<file path="config.mk">
export PLATFORM = sky130hd
export DESIGN_NAME = naive_bus_arbiter_2to1
export DESIGN_NICKNAME = d
export VERILOG_FILES = /design/src/rtl/naive_bus_arbiter_2to1.sv
export SDC_FILE = /design/constraint.sdc
export NUM_CORES = 1
export LEC_CHECK = 0
export ABC_AREA = 1
export BUFFER_PORTS_ARGS = -buffer_cell sky130_fd_sc_hd__buf_4
export CORE_AREA = 2 2 154 156
export CTS_CLUSTER_SIZE = 30
export DETAILED_ROUTE_END_ITERATION = 6
export DIE_AREA = 0 0 156 158
export MAX_ROUTING_LAYER = met4
export PLACE_DENSITY = 0.42
export SLEW_MARGIN = 0
export SYNTH_ARGS = -nofsm -noshare
export SYNTH_HDL_FRONTEND = slang
export SYNTH_SLANG_ARGS = --single-unit
</file>
<file path="constraint.sdc">
create_clock -name clk -period 3.3 [get_ports clk]
set_input_delay 0.99 -clock clk [delete_from_list [all_inputs] [get_ports clk]]
set_output_delay 0.99 -clock clk [all_outputs]
set_load 0.005 [all_outputs]
</file>
<file path="src/rtl/naive_bus_arbiter_2to1.sv">
// -----------------------------------------------------------------------------
// naive_bus_arbiter_2to1
//
// Shares one naive_bus slave port between two naive_bus masters so that a
// single-port RAM can serve both core buses:
//   m0 = core data bus (fixed priority, a data stall stalls the pipeline)
//   m1 = core instruction bus (forced in after STARVE_LIMIT lost cycles)
//
// Ports
//   clk, rst            clock, synchronous active-high reset
//   mX_rd_req/gnt       master X read handshake
//   mX_rd_addr          master X read address (AW)
//   mX_rd_data          master X read data, valid the cycle after mX_rd_gnt
//   mX_wr_req/gnt       master X write handshake
//   mX_wr_addr/data     master X write address (AW) / data (DW)
//   s_rd_req/gnt        slave read handshake
//   s_rd_addr           slave read address
//   s_rd_data           slave read data, valid the cycle after s_rd_gnt
//   s_wr_req/gnt        slave write handshake
//   s_wr_addr/data      slave write address / data
//   o_sel               master selected this cycle (0 = m0, 1 = m1)
// -----------------------------------------------------------------------------
module naive_bus_arbiter_2to1 #(
  parameter int AW           = 32,
  parameter int DW           = 32,
  parameter int STARVE_LIMIT = 4
) (
  input  logic          clk,
  input  logic          rst,

  input  logic          m0_rd_req,
  output logic          m0_rd_gnt,
  input  logic [AW-1:0] m0_rd_addr,
  output logic [DW-1:0] m0_rd_data,
  input  logic          m0_wr_req,
  output logic          m0_wr_gnt,
  input  logic [AW-1:0] m0_wr_addr,
  input  logic [DW-1:0] m0_wr_data,

  input  logic          m1_rd_req,
  output logic          m1_rd_gnt,
  input  logic [AW-1:0] m1_rd_addr,
  output logic [DW-1:0] m1_rd_data,
  input  logic          m1_wr_req,
  output logic          m1_wr_gnt,
  input  logic [AW-1:0] m1_wr_addr,
  input  logic [DW-1:0] m1_wr_data,

  output logic          s_rd_req,
  input  logic          s_rd_gnt,
  output logic [AW-1:0] s_rd_addr,
  input  logic [DW-1:0] s_rd_data,
  output logic          s_wr_req,
  input  logic          s_wr_gnt,
  output logic [AW-1:0] s_wr_addr,
  output logic [DW-1:0] s_wr_data,

  output logic          o_sel
);

  localparam logic [3:0] LP_LIMIT = 4'(STARVE_LIMIT);

  logic       r_hold_vld;
  logic       r_hold_sel;
  logic [3:0] r_starve_cnt;
  logic       r_rd_vld;
  logic       r_rd_owner;

  logic       w_m0_req;
  logic       w_m1_req;
  logic       w_sel;
  logic       w_stall;
  logic       w_m1_gnt_any;
  logic [3:0] w_starve_nxt;

  assign w_m0_req = m0_rd_req | m0_wr_req;
  assign w_m1_req = m1_rd_req | m1_wr_req;

  // Selection: a stalled transfer keeps its master, then the starvation
  // force for m1, then fixed priority to m0.
  always_comb begin
    w_sel = 1'b0;
    if (r_hold_vld) begin
      w_sel = r_hold_sel;
    end else if ((r_starve_cnt == LP_LIMIT) && w_m1_req) begin
      w_sel = 1'b1;
    end else if (w_m0_req) begin
      w_sel = 1'b0;
    end else if (w_m1_req) begin
      w_sel = 1'b1;
    end
  end

  assign o_sel = w_sel;

  // Zero-latency forwarding of the selected master to the slave port.
  assign s_rd_req  = w_sel ? m1_rd_req  : m0_rd_req;
  assign s_rd_addr = w_sel ? m1_rd_addr : m0_rd_addr;
  assign s_wr_req  = w_sel ? m1_wr_req  : m0_wr_req;
  assign s_wr_addr = w_sel ? m1_wr_addr : m0_wr_addr;
  assign s_wr_data = w_sel ? m1_wr_data : m0_wr_data;

  assign m0_rd_gnt = ~w_sel & s_rd_gnt;
  assign m0_wr_gnt = ~w_sel & s_wr_gnt;
  assign m1_rd_gnt =  w_sel & s_rd_gnt;
  assign m1_wr_gnt =  w_sel & s_wr_gnt;

  // The selected master is being withheld by the slave on either channel.
  assign w_stall = (s_rd_req & ~s_rd_gnt) | (s_wr_req & ~s_wr_gnt);

  assign w_m1_gnt_any = m1_rd_gnt | m1_wr_gnt;

  always_comb begin
    w_starve_nxt = r_starve_cnt;
    if (!w_m1_req) begin
      w_starve_nxt = 4'd0;
    end else if (w_sel && w_m1_gnt_any) begin
      w_starve_nxt = 4'd0;
    end else if (!w_sel && (r_starve_cnt != LP_LIMIT)) begin
      w_starve_nxt = r_starve_cnt + 4'd1;
    end
  end

  // Arbitration state: hold, starvation count, read-return ownership.
  always_ff @(posedge clk) begin
    if (rst) begin
      r_hold_vld   <= 1'b0;
      r_hold_sel   <= 1'b0;
      r_starve_cnt <= 4'd0;
      r_rd_vld     <= 1'b0;
      r_rd_owner   <= 1'b0;
    end else begin
      r_hold_vld   <= w_stall;
      r_hold_sel   <= w_stall ? w_sel : 1'b0;
      r_starve_cnt <= w_starve_nxt;
      r_rd_vld     <= s_rd_req & s_rd_gnt;
      r_rd_owner   <= w_sel;
    end
  end

  // Read return is steered by the registered owner, not the current
  // selection, so back-to-back reads from alternating masters work.
  assign m0_rd_data = (r_rd_vld && !r_rd_owner) ? s_rd_data : '0;
  assign m1_rd_data = (r_rd_vld &&  r_rd_owner) ? s_rd_data : '0;

endmodule

</file>
**Word-level counts from Yosys, hierarchy flattened**

Index checks and enable logic that the tools add are counted.

- Input port bits: 232
- Output and inout bits: 167
- Logic and storage cells: 44
- Bits in read-only memories: 0
- Bits in writable memories: 0
- Flip-flop bits (word level): 8
- Memories: 0
- Latch bits: 0

- Bitwise logic cells: 16
- Mux-type cells: 11
- Order comparisons: 0
- Shift-type cells: 0
- Eq/ne operators: 2
- Add/sub/neg operators: 1
- Reductions and logical operators: 9
- $mul: 0
- Divide/modulo/power cells: 0

Operator list:

| operator | count |
|---|---|
| $mux 32 | 5 |
| $and 1x1->1 | 7 |
| $mux 1 | 6 |
| $logic_and 1x1->1 | 5 |
| $not 1->1 | 5 |
| $add 4x1->4 const B | 1 |
| $eq 4x3->1 const B | 1 |
| $ne 4x3->1 const B | 1 |
| $or 1x1->1 | 4 |
| $reduce_or 3->1 | 1 |
| $logic_not 1->1 | 2 |
| $reduce_or 2->1 | 1 |

**Depth between registers and ports, before layout**

Gate-level depths: netlist of run 1.

- Word-level depth: 10
- Mapped depth: 11
- Depth with buffers taken out: 10

**Worst setup path before layout of run 1**

Ideal clock, no wire load.

- Path kind: input -> output
- From: input port m1_wr_req
- To: output port s_wr_addr[22]
- Cell stages on the path: 9
- Arrival: 1.770 ns
- Data required time: 2.310 ns
- Path buffers: 2
- Setup slack: 0.540 ns
- Path through: nor2_1 > nor2_1 > nand2_2 > nand2_4 > inv_2 > buf_6 > buf_6 > nand2_1 > nand2_1

- Word-level cells in the longest chain between the ends: 6
- Elaborated cells on any way between the ends: 7
- Those cells by class: mux: 5; bitwise: 1; reduce/logical: 1

RTL lines:

| element | line | source |
|---|---|---|
| start, declared | 44 | `input logic m1_wr_req,` |
| $or 1x1->1 * | 77 | `assign w_m1_req = m1_rd_req \| m1_wr_req;` |
| $mux 1 | 89 | `end else if (w_m1_req) begin` |
| $mux 1 | 87 | `end else if (w_m0_req) begin` |
| $mux 1 * | 85 | `end else if ((r_starve_cnt == LP_LIMIT) && w_m1_req) begin` |
| $mux 1 * | 83 | `if (r_hold_vld) begin` |
| $mux 32 * | 100 | `assign s_wr_addr = w_sel ? m1_wr_addr : m0_wr_addr;` |
| end, declared | 55 | `output logic [AW-1:0] s_wr_addr,` |

Every way passes the cells marked *; elsewhere a longest branch is shown, timed or not.

**Final worst setup path of run 1**

- From: input port m1_wr_req
- To: output port s_wr_addr[5]

Same word-level chain as after synthesis.

==> results.yml, run 1 <==
critical_path:
  rr_endpoint: "r_starve_cnt[3]$_SDFFE_PP0P_"
  cp_num_cells: 11
  critPathMostFrequentCell: "sky130_fd_sc_hd__buf_4"
  cp.buffers_inverters: 5
  crit_family: "buffers and inverters"
  crit_chain: "buf_4, nor2_1, nor2_1, nand2_2, nand2_4, inv_2, buf_12, buf_4, nand2_1, nand2_1, buf_4"
  r2r_slack_ns: 1.48
  arrival_ns: 2.18
  timing.critical_path.from_type: "input pin"
  critical_path_required_ns: 2.31
  critical_path.endpoint_type: "output pin"
  crit_path_max_fanout: 24
  reg2reg_from: "r_starve_cnt[0]$_SDFFE_PP0P_"
  path_class: "in2out"
  worst-r2r-cell-count: 11
  crit_path_top_delay_cell: "sky130_fd_sc_hd__buf_4"
  critical-path-max-stage-delay_ns: 0.20
clock_network:
  cts_tree: "built"
  hold_buffers: 0
  cts-root-buf: "sky130_fd_sc_hd__clkbuf_16"
  cts.sinks: 8
  cts_repair_resize_count: 0
  h_tree_levels: 1
  cts.reportedPaths.clkPinSlew_ns: 0.04
  post-cts-setup-buffers: 0
  clock_insertion_delay_worst_skew_ns: 0.23
  cts_made_buffers: 3
  cts_max_path_buffers: 2
sta:
  timing_worst_slew_pin_value_ns: 0.642
  finClkSkew_ns: 0.00354
  setup_total_negative_slack_ns: 0
  max_slew_margin_pct: 57.1
  rsz0062_at_grt: "no"
  final-max-slew-violation-count: 0
  hold_violations: 0
  setup_viol: 0
  final.setup.worst_slack_ns: 0.126
  finalCritPeriodShare_pct: 96.2
  fmax_mhz: 315
  finalCriticalPeriod_ns: 3.17
drt:
  num_vias: 4128
  route.detailed.wl_per_inst_um: 12.5
  route.detailed.drc: 0
  postRouteAntennaNets: 0
  drt_first_pass_iters: 6
  drt-vias-per-instance: 3.55
  detailedRoute.firstIterationViolations: 180
  detail_route.wirelength_um: 14500
grt:
  grtUsageMet2_pct: 20.2
  globalRouteOverflowTotal: 0
  routing_layer_with_the_top_usage_in_global_route: "met2"
  groute.usage.overall_pct: 10.5
  first_pass_grt_wire_length_um: 19800
  grt_start_max_net_pins: 66
  global_route.usage.met3_pct: 1.59
  antenna_violations_before_repair: 0
  first_global_vias: 3835
  globalRouteMet1Util_pct: 11.9
synth:
  synthesized_area_fraction_occupied_by_ao_oa_aoi_and_oai_cells_pct: 1.41
  synth_top_area_share_pct: 54.0
  synth_enable_flop_cells: 0
  synth_top_cells_by_count: "sky130_fd_sc_hd__nand2_1 (306), sky130_fd_sc_hd__nor2_1 (70), sky130_fd_sc_hd__inv_1 (47)"
  syn_nets: 716
  ys_seq_area_share_pct: 7.53
  synth_top_flop_cell: "sky130_fd_sc_hd__dfxtp_1"
  dominant_combinational_cell_family_by_area_after_synthesis: "simple AND/OR/NAND/NOR gates"
  synth_most_common_cell: "sky130_fd_sc_hd__nand2_1"
  async_flop_share_pct: 0
  synth_cell_types: 19
  ys_seq_elements: 8
  post_synth_xor_xnor_area_pct: 0.824
  post_synthesis_adder_cell_area_fraction_pct: 1.18
  synth_top_area_cell: "sky130_fd_sc_hd__nand2_1"
  netlist_top_cells_area: "sky130_fd_sc_hd__nand2_1 (54%), sky130_fd_sc_hd__nor2_1 (12%), sky130_fd_sc_hd__inv_1 (8.3%), sky130_fd_sc_hd__buf_6 (7.9%), sky130_fd_sc_hd__dfxtp_1 (7.5%)"
  multiplexer_share_of_the_synthesized_area_pct: 0
  cell_area_after_synthesis_um2: 2130
  synth_warnings: 0
  yosys.area_share.simple_pct: 69.9
  synthesized_netlist_cell_count: 482
  syn_avg_cell_area_um2: 4.41
floorplanning:
  num_io_pins: 399
  die_h_um: 158
  core_region_area_um2: 23100
  rows: 56
  dieArea_um2: 24600
  floorplan.die.width_um: 156
  floorplan.initialDensity_pct: 9.23
final_layout:
  fillerInstances: 2662
  drive_above_1_share_pct: 48.5
  area.growth.synth_to_final_pct: 159
  antennaDiodeCount: 0
  nNetsFinal: 1109
power_and_ir_drop:
  power_density_nw_per_um2: 181
  vdd_drop_max_mv: 0.168
  power_leakage_nw: 3.49
placed_design:
  place_congestion: 0.743
  post-place-ws_ns: 0.0999
  buffer_ports.inserted: 398
  place.detailed.hpwl_um: 12900
worst_hold_path:
  timing.hold.worst.start: "r_starve_cnt[3]$_SDFFE_PP0P_"
  hold_path.class: "reg2reg"
  cells_on_worst_hold_path: 2
  whs_endpoint: "r_starve_cnt[3]$_SDFFE_PP0P_"
outcome:
  run_status: "completed"
job:
  cap_violations: 0
==> how the worst max path moves through the flow <==
stage                     startpoint       endpoint
after floorplan            m1_wr_req  s_wr_addr[22]
after global placement     m1_wr_req   s_wr_addr[5]
after detailed placement   m1_wr_req   s_wr_addr[7]
after CTS                  m1_wr_req   s_wr_addr[7]
after global routing       m1_wr_req   s_wr_addr[5]
final                      m1_wr_req   s_wr_addr[5]
==> metal layers <==
metal	up-vias	part of all wire (%)
met2	243	53
met3	4	8.7
met1	1709	38
li1	2172	-
met5	-	0
met4	0	0.33
==> power by group <==
part           switching [mW]  internal, mW  total, mW
Combinational           0.282         0.406      0.688
Sequential            0.00364         0.102      0.106
Clock                  0.0468         0.156      0.203
Total                   0.333         0.664      0.997
==> worst min-delay path: cells and delay by family (launching register included) <==
family             cells  cell delay, ns
AOI/OAI and AO/OA      1            0.05
DFF                    1            0.31
and+or+nand+nor        1            0.06
==> final cells by class <==
class                           count  area (um2)  area share [%]
Sequential cell                     8         160            2.90
Inverter                           49         184            3.33
Timing Repair Buffer              415        3180            57.6
Multi-Input combinational cell    398        1560            28.2
Clock buffer                        3        75.1            1.36
Tap cell                          290         363            6.57
==> logic make-up after synthesis <==
group / Yosys count
AO/OA/AOI/OAI: 6
XOR/XNOR: 2
adder cells (fa/ha/maj): 2
buffers and inverters: 76
flip-flops: 8
AND/OR/NAND/NOR: 388
==> through the flow <==
stage / std cells / cell area, um2 / total power [mW] / utilization (%) / hold WS [ns]
floorplan: 482 / 2130 / 0.333 / - / 0.453
global placement: 1160 / 5440 / 0.811 / 23.6 / 0.463
detailed placement: 1160 / 5440 / 0.811 / 23.6 / 0.471
CTS: 1163 / 5520 / 1.02 / 23.9 / 0.476
global route: 1163 / 5520 / 1.08 / 23.9 / 0.479
finish: 1163 / 5520 / 0.997 / 23.9 / 0.471
==> layout by cell type, fill, tap and decap left out, drive strengths merged <==
cell,instances
and2,1
nor3,1
clkbuf,3
nand3,7
a21oi,6
dfxtp,8
nor2,70
inv,49
ha,2
xor2,2
or2,1
buf,415
nand2,308
==> state kept, by name, summed over array words and instances, names as in the netlist <==
| name | flops |
|---|---|
| r_hold_sel | 1 |
| r_rd_vld | 1 |
| r_rd_owner | 1 |
| r_starve_cnt | 4 |
| r_hold_vld | 1 |
No activity file was read; power rests on OpenSTA's default activity.
==> run 2, diff against run 1 <==
BUFFER_PORTS_ARGS = -buffer_cell sky130_fd_sc_hd__buf_2   (was -buffer_cell sky130_fd_sc_hd__buf_4)
==> run 2 against run 1 <==
Effect of this change: sequential power about the same; cell area decreased by 19%; non-clock buffer count decreased by 6; critical path depth decreased by 1; register-to-register slack about the same; final cell count decreased by 0.43%; worst setup slack improved by 0.0011 ns; utilization decreased by 4.5 points; clock power about the same; largest cell class unchanged.
==> results.yml, run 2 (synthesis results as in run 1) <==
outcome:
  run_status: "completed"
sta:
  finalCriticalPeriod_ns: 3.17
  hold_violations: 0
  timing_worst_slew_pin_value_ns: 0.472
  finClkSkew_ns: 0.00166
  finalCritPeriodShare_pct: 96.1
  fmax_mhz: 315
  rsz0062_at_grt: "no"
  final-max-slew-violation-count: 0
  max_slew_margin_pct: 68.5
  setup_total_negative_slack_ns: 0
  setup_viol: 0
worst_hold_path:
  cells_on_worst_hold_path: 2
  whs_endpoint: "r_starve_cnt[3]$_SDFFE_PP0P_"
  timing.hold.worst.start: "r_starve_cnt[3]$_SDFFE_PP0P_"
  hold_path.class: "reg2reg"
grt:
  groute.usage.overall_pct: 9.95
  globalRouteOverflowTotal: 0
  grt_start_max_net_pins: 44
  first_pass_grt_wire_length_um: 18800
  first_global_vias: 3638
  antenna_violations_before_repair: 1
power_and_ir_drop:
  vdd_drop_max_mv: 0.121
  power_frac_comb_pct: 63.3
  power_uw: 843
  sw_frac_of_total_pct: 38.7
  power.share.sequential_pct: 12.6
  intPower_uw: 517
  power_leakage_nw: 3.18
  clkPwrFrac_pct: 24.1
  power.net_switching_uw: 326
  power_density_nw_per_um2: 188
drt:
  route.detailed.wl_per_inst_um: 12.0
  num_vias: 4082
  drt-vias-per-instance: 3.53
  detailedRoute.firstIterationViolations: 192
  route.detailed.drc: 0
  drt_first_pass_iters: 4
  detail_route.wirelength_um: 13900
  postRouteAntennaNets: 0
final_layout:
  area.growth.synth_to_final_pct: 111
  drive_above_1_share_pct: 48.1
  final_common_cell: "sky130_fd_sc_hd__buf_2"
  nNetsFinal: 1103
  top_register: "r_starve_cnt"
  flip_flop_count_of_the_largest_register_after_layout: 4
  layout.cells.most_common_list: "sky130_fd_sc_hd__buf_2 (398), sky130_fd_sc_hd__nand2_1 (306), sky130_fd_sc_hd__nor2_1 (70)"
  fillerInstances: 2714
placed_design:
  place.detailed.hpwl_um: 12200
  buffer_ports.inserted: 398
  place_congestion: 0.738
clock_network:
  cts.sinks: 8
  h_tree_levels: 1
  hold_buffers: 0
  cts_made_buffers: 3
  cts_repair_resize_count: 0
  clock_insertion_delay_worst_skew_ns: 0.23
  cts_tree: "built"
  cts.reportedPaths.clkPinSlew_ns: 0.04
  cts-root-buf: "sky130_fd_sc_hd__clkbuf_16"
  post-cts-setup-buffers: 0
  cts_max_path_buffers: 2
floorplanning:
  rows: 56
  core_region_area_um2: 23100
  floorplan.initialDensity_pct: 9.23
  die_h_um: 158
  dieArea_um2: 24600
  floorplan.die.width_um: 156
  num_io_pins: 399
critical_path:
  arrival_ns: 2.18
  timing.critical_path.from_type: "input pin"
  worst-r2r-cell-count: 11
  reg2reg_from: "r_starve_cnt[0]$_SDFFE_PP0P_"
  crit_path_max_fanout: 19
  r2r_slack_ns: 1.49
  critical_path.endpoint_type: "output pin"
  rr_endpoint: "r_starve_cnt[2]$_SDFFE_PP0P_"
  path_class: "in2out"
  critical_path_required_ns: 2.31
job:
  cap_violations: 0
==> run 2: cell count changes in the layout (fill, tap and decap cells not counted), sizes merged <==
cell | before | now
buf | 415 | 409
diode | 0 | 1
==> run 2: power by group through the flow <==
stage | clock network (mW) | logic [mW] | registers (mW)
2_1_floorplan | 0 | 0.227 | 0.106
3_3_place_gp | 0 | 0.545 | 0.108
3_5_place_dp | 0 | 0.544 | 0.107
4_1_cts | 0.208 | 0.546 | 0.106
5_1_grt | 0.211 | 0.602 | 0.107
6_report | 0.203 | 0.534 | 0.106
==> run 2: critical path: stages <==
cell                      delay (ns)
sky130_fd_sc_hd__buf_2          0.10
sky130_fd_sc_hd__nor2_1         0.14
sky130_fd_sc_hd__nor2_1         0.07
sky130_fd_sc_hd__nand2_2        0.10
sky130_fd_sc_hd__nand2_4        0.07
sky130_fd_sc_hd__inv_2          0.11
sky130_fd_sc_hd__buf_4          0.25
sky130_fd_sc_hd__nand2_1        0.07
sky130_fd_sc_hd__nand2_1        0.13
sky130_fd_sc_hd__buf_2          0.14
==> run 2: worst max-delay path by stage <==
stage	from	to	slack (ns)	cells after the start
floorplan	m1_wr_req	s_wr_addr[22]	0.54	9
global placement	m1_wr_req	s_wr_addr[11]	0.08	10
detailed placement	m1_wr_req	s_wr_addr[11]	0.09	10
CTS	m1_wr_req	s_wr_addr[11]	0.08	10
global route	m1_wr_req	s_wr_addr[11]	0.02	10
finish	m1_wr_req	s_wr_addr[11]	0.13	10
==> run 2: routing by layer <==
| layer | vias to the layer above | track usage, % | wire length [um] |
|---|---|---|---|
| met5 | - | - | 0 |
| met4 | 0 | 1.70 | 152 |
| met3 | 8 | 1.12 | 1170 |
| li1 | 2158 | - | - |
| met2 | 242 | 19.7 | 7260 |
| met1 | 1674 | 10.8 | 5290 |
==> run 2: final cells by class <==
cell class | count | area, um2 | area share [%]
Antenna cell | 1 | 2.50 | 0.0559
Clock buffer | 3 | 75.1 | 1.68
Sequential cell | 8 | 160 | 3.57
Tap cell | 290 | 363 | 8.10
Inverter | 49 | 184 | 4.10
Timing Repair Buffer | 409 | 2140 | 47.7
Multi-Input combinational cell | 398 | 1560 | 34.8
==> run 2: stage by stage <==
stage	hold WS [ns]	cell area (um2)	utilization (%)	setup WS, ns	std cells
finish	0.470	4480	19.4	0.128	1158
global route	0.490	4480	19.4	0.0189	1158
CTS	0.477	4480	19.4	0.0796	1157
detailed placement	0.472	4400	19.1	0.0855	1154
global placement	0.464	4400	19.1	0.0821	1154
floorplan	0.453	2130	-	0.540	482
==> run 3, diff against run 2 <==
ABC_AREA = unset   (was 1)
PLACE_DENSITY = 0.43   (was 0.42)
==> run 3 against run 2 <==
Effect of this change: global-route usage rose by 1.0 points; power rose by 8.5%; via count fell by 17%; critical path type unchanged.
==> results.yml, run 3 <==
grt:
  groute.usage.overall_pct: 10.9
  first_pass_grt_wire_length_um: 19800
  antenna_violations_before_repair: 1
  first_global_vias: 3374
  globalRouteOverflowTotal: 0
  grt_start_max_net_pins: 34
clock_network:
  cts-root-buf: "sky130_fd_sc_hd__clkbuf_16"
  cts_tree: "built"
  hold_buffers: 0
  cts_made_buffers: 3
  cts.reportedPaths.clkPinSlew_ns: 0.04
  cts.sinks: 8
  clock_insertion_delay_worst_skew_ns: 0.23
  h_tree_levels: 1
  cts_max_path_buffers: 2
  post-cts-setup-buffers: 0
floorplanning:
  rows: 56
  num_io_pins: 399
  dieArea_um2: 24600
  core_region_area_um2: 23100
  die_h_um: 158
  floorplan.initialDensity_pct: 10.1
  floorplan.die.width_um: 156
synth:
  synth_top_cells_by_count: "sky130_fd_sc_hd__mux2_2 (53), sky130_fd_sc_hd__mux2_4 (44), sky130_fd_sc_hd__and2_1 (34)"
  ys_seq_area_share_pct: 6.87
  synth_top_area_cell: "sky130_fd_sc_hd__mux2_4"
  synth_top_area_share_pct: 28.4
  synth_cell_types: 36
  async_flop_share_pct: 0
  syn_avg_cell_area_um2: 9.63
  synthesized_netlist_cell_count: 242
  syn_nets: 476
  cell_area_after_synthesis_um2: 2330
  ys_seq_elements: 8
  synth_top_flop_cell: "sky130_fd_sc_hd__dfxtp_1"
  netlist_top_cells_area: "sky130_fd_sc_hd__mux2_4 (28%), sky130_fd_sc_hd__mux2_2 (26%), sky130_fd_sc_hd__and2_1 (9.1%), sky130_fd_sc_hd__and3_1 (8.9%), sky130_fd_sc_hd__dfxtp_1 (6.9%)"
  synth_most_common_cell: "sky130_fd_sc_hd__mux2_2"
  synth_warnings: 0
  synth_enable_flop_cells: 0
power_and_ir_drop:
  intPower_uw: 611
  vdd_drop_max_mv: 0.105
  power_leakage_nw: 2.97
  power.net_switching_uw: 304
  power_frac_comb_pct: 65.8
  clkPwrFrac_pct: 22.3
  power.share.sequential_pct: 12.0
  power_density_nw_per_um2: 189
  sw_frac_of_total_pct: 33.2
  power_uw: 915
placed_design:
  post-place-ws_ns: -0.00496
  buffer_ports.inserted: 398
  placedInstanceArea_um2: 4710
  placed_cells: 927
  place_congestion: 0.802
  place.detailed.hpwl_um: 13200
final_layout:
  utilization_pct: 21.0
  flip_flop_count_of_the_largest_register_after_layout: 4
  finish.instance_area_um2: 4840
  fillerInstances: 2581
  layout.cells.most_common_list: "sky130_fd_sc_hd__buf_2 (395), sky130_fd_sc_hd__mux2_2 (53), sky130_fd_sc_hd__mux2_4 (44)"
  top_register: "r_starve_cnt"
  nNetsFinal: 877
  area.growth.synth_to_final_pct: 108
  final_common_cell: "sky130_fd_sc_hd__buf_2"
  final_non_filler_cell_total: 932
  drive_above_1_share_pct: 81.7
drt:
  drt_first_pass_iters: 4
  postRouteAntennaNets: 0
  detailedRoute.firstIterationViolations: 129
  drt-vias-per-instance: 3.65
  num_vias: 3401
  detail_route.wirelength_um: 15100
  route.detailed.drc: 0
  route.detailed.wl_per_inst_um: 16.2
sta:
  fmax_mhz: 305
  rsz0062_at_grt: "yes"
  final.setup.worst_slack_ns: 0.0233
  fin_hold_ws_ns: 0.563
  max_slew_margin_pct: 74.6
  setup_viol: 0
  final-max-slew-violation-count: 0
  finalCriticalPeriod_ns: 3.28
  finClkSkew_ns: 0.000683
  setup_total_negative_slack_ns: 0
  finalCritPeriodShare_pct: 99.3
  timing_worst_slew_pin_value_ns: 0.381
  hold_violations: 0
worst_hold_path:
  hold_path.class: "reg2reg"
outcome:
  run_status: "completed"
critical_path:
  path_class: "in2out"
  arrival_ns: 2.29
  timing.critical_path.from_type: "input pin"
  critical_path.endpoint_type: "output pin"
  critical_path_required_ns: 2.31
  crit_path_max_fanout: 25
job:
  cap_violations: 0
[run 3: path summary, 6_finish.rpt]
kind	start	slack, ns	to	cells after the start
setup / recovery	m1_wr_req	0.02	s_wr_addr[18]	6
hold / removal	r_starve_cnt[1]$_SDFFE_PP0P_	0.56	r_starve_cnt[1]$_SDFFE_PP0P_	2
setup reg to reg	r_starve_cnt[0]$_SDFFE_PP0P_	1.40	r_hold_sel$_SDFF_PP0_	6
hold reg to reg	r_starve_cnt[1]$_SDFFE_PP0P_	0.56	r_starve_cnt[1]$_SDFFE_PP0P_	2
[run 3: area by class of cell]
class,instances,area [um2],share of cell area [%]
Antenna cell,1,2.50,0.0517
Clock buffer,3,75.1,1.55
Inverter,4,15.0,0.310
Multi-Input combinational cell,209,2040,42.2
Sequential cell,8,160,3.31
Tap cell,290,363,7.50
Timing Repair Buffer,417,2180,45.0
[run 3: power groups by stage]
stage / sequential, mW / combinational (mW) / clock, mW
CTS: 0.108 / 0.601 / 0.206
finish: 0.109 / 0.602 / 0.204
detailed placement: 0.109 / 0.598 / 0
global route: 0.110 / 0.655 / 0.213
floorplan: 0.108 / 0.267 / 0
global placement: 0.110 / 0.600 / 0
[run 3: logic make-up (layout without fill, tap and decap cells)]
family                     Yosys count  after routing  synth area share (%)
other                                0              1                     0
and+or+nand+nor                     93             93                  25.2
buffers and inverters               26            424                  7.04
muxes                               99             99                  54.8
adders and majority gates            2              2                  1.07
DFF                                  8              8                  6.87
xor gates and xnor gates             1              1                 0.376
AOI/OAI and AO/OA                   13             14                  4.56
[run 3: critical path, stage by stage]
cell,delay [ns]
sky130_fd_sc_hd__buf_2,0.12
sky130_fd_sc_hd__o21bai_4,0.19
sky130_fd_sc_hd__a22o_4,0.25
sky130_fd_sc_hd__buf_12,0.20
sky130_fd_sc_hd__mux2_2,0.39
sky130_fd_sc_hd__buf_2,0.14
[run 3: repair_timing]
action / CTS / global route
pin swaps: 1 / 0
endpoints found under the setup margin: 11 / 48
gates cloned: 0 / 1
gates resized for setup: 0 / 5
[run 3: routing by layer]
metal / vias to the layer above / global-route usage, % / routed length, um
met5: - / - / 0
met4: 0 / 4.76 / 525
met3: 19 / 1.15 / 903
met2: 216 / 20.4 / 8240
met1: 1488 / 11.8 / 5450
li1: 1678 / - / -
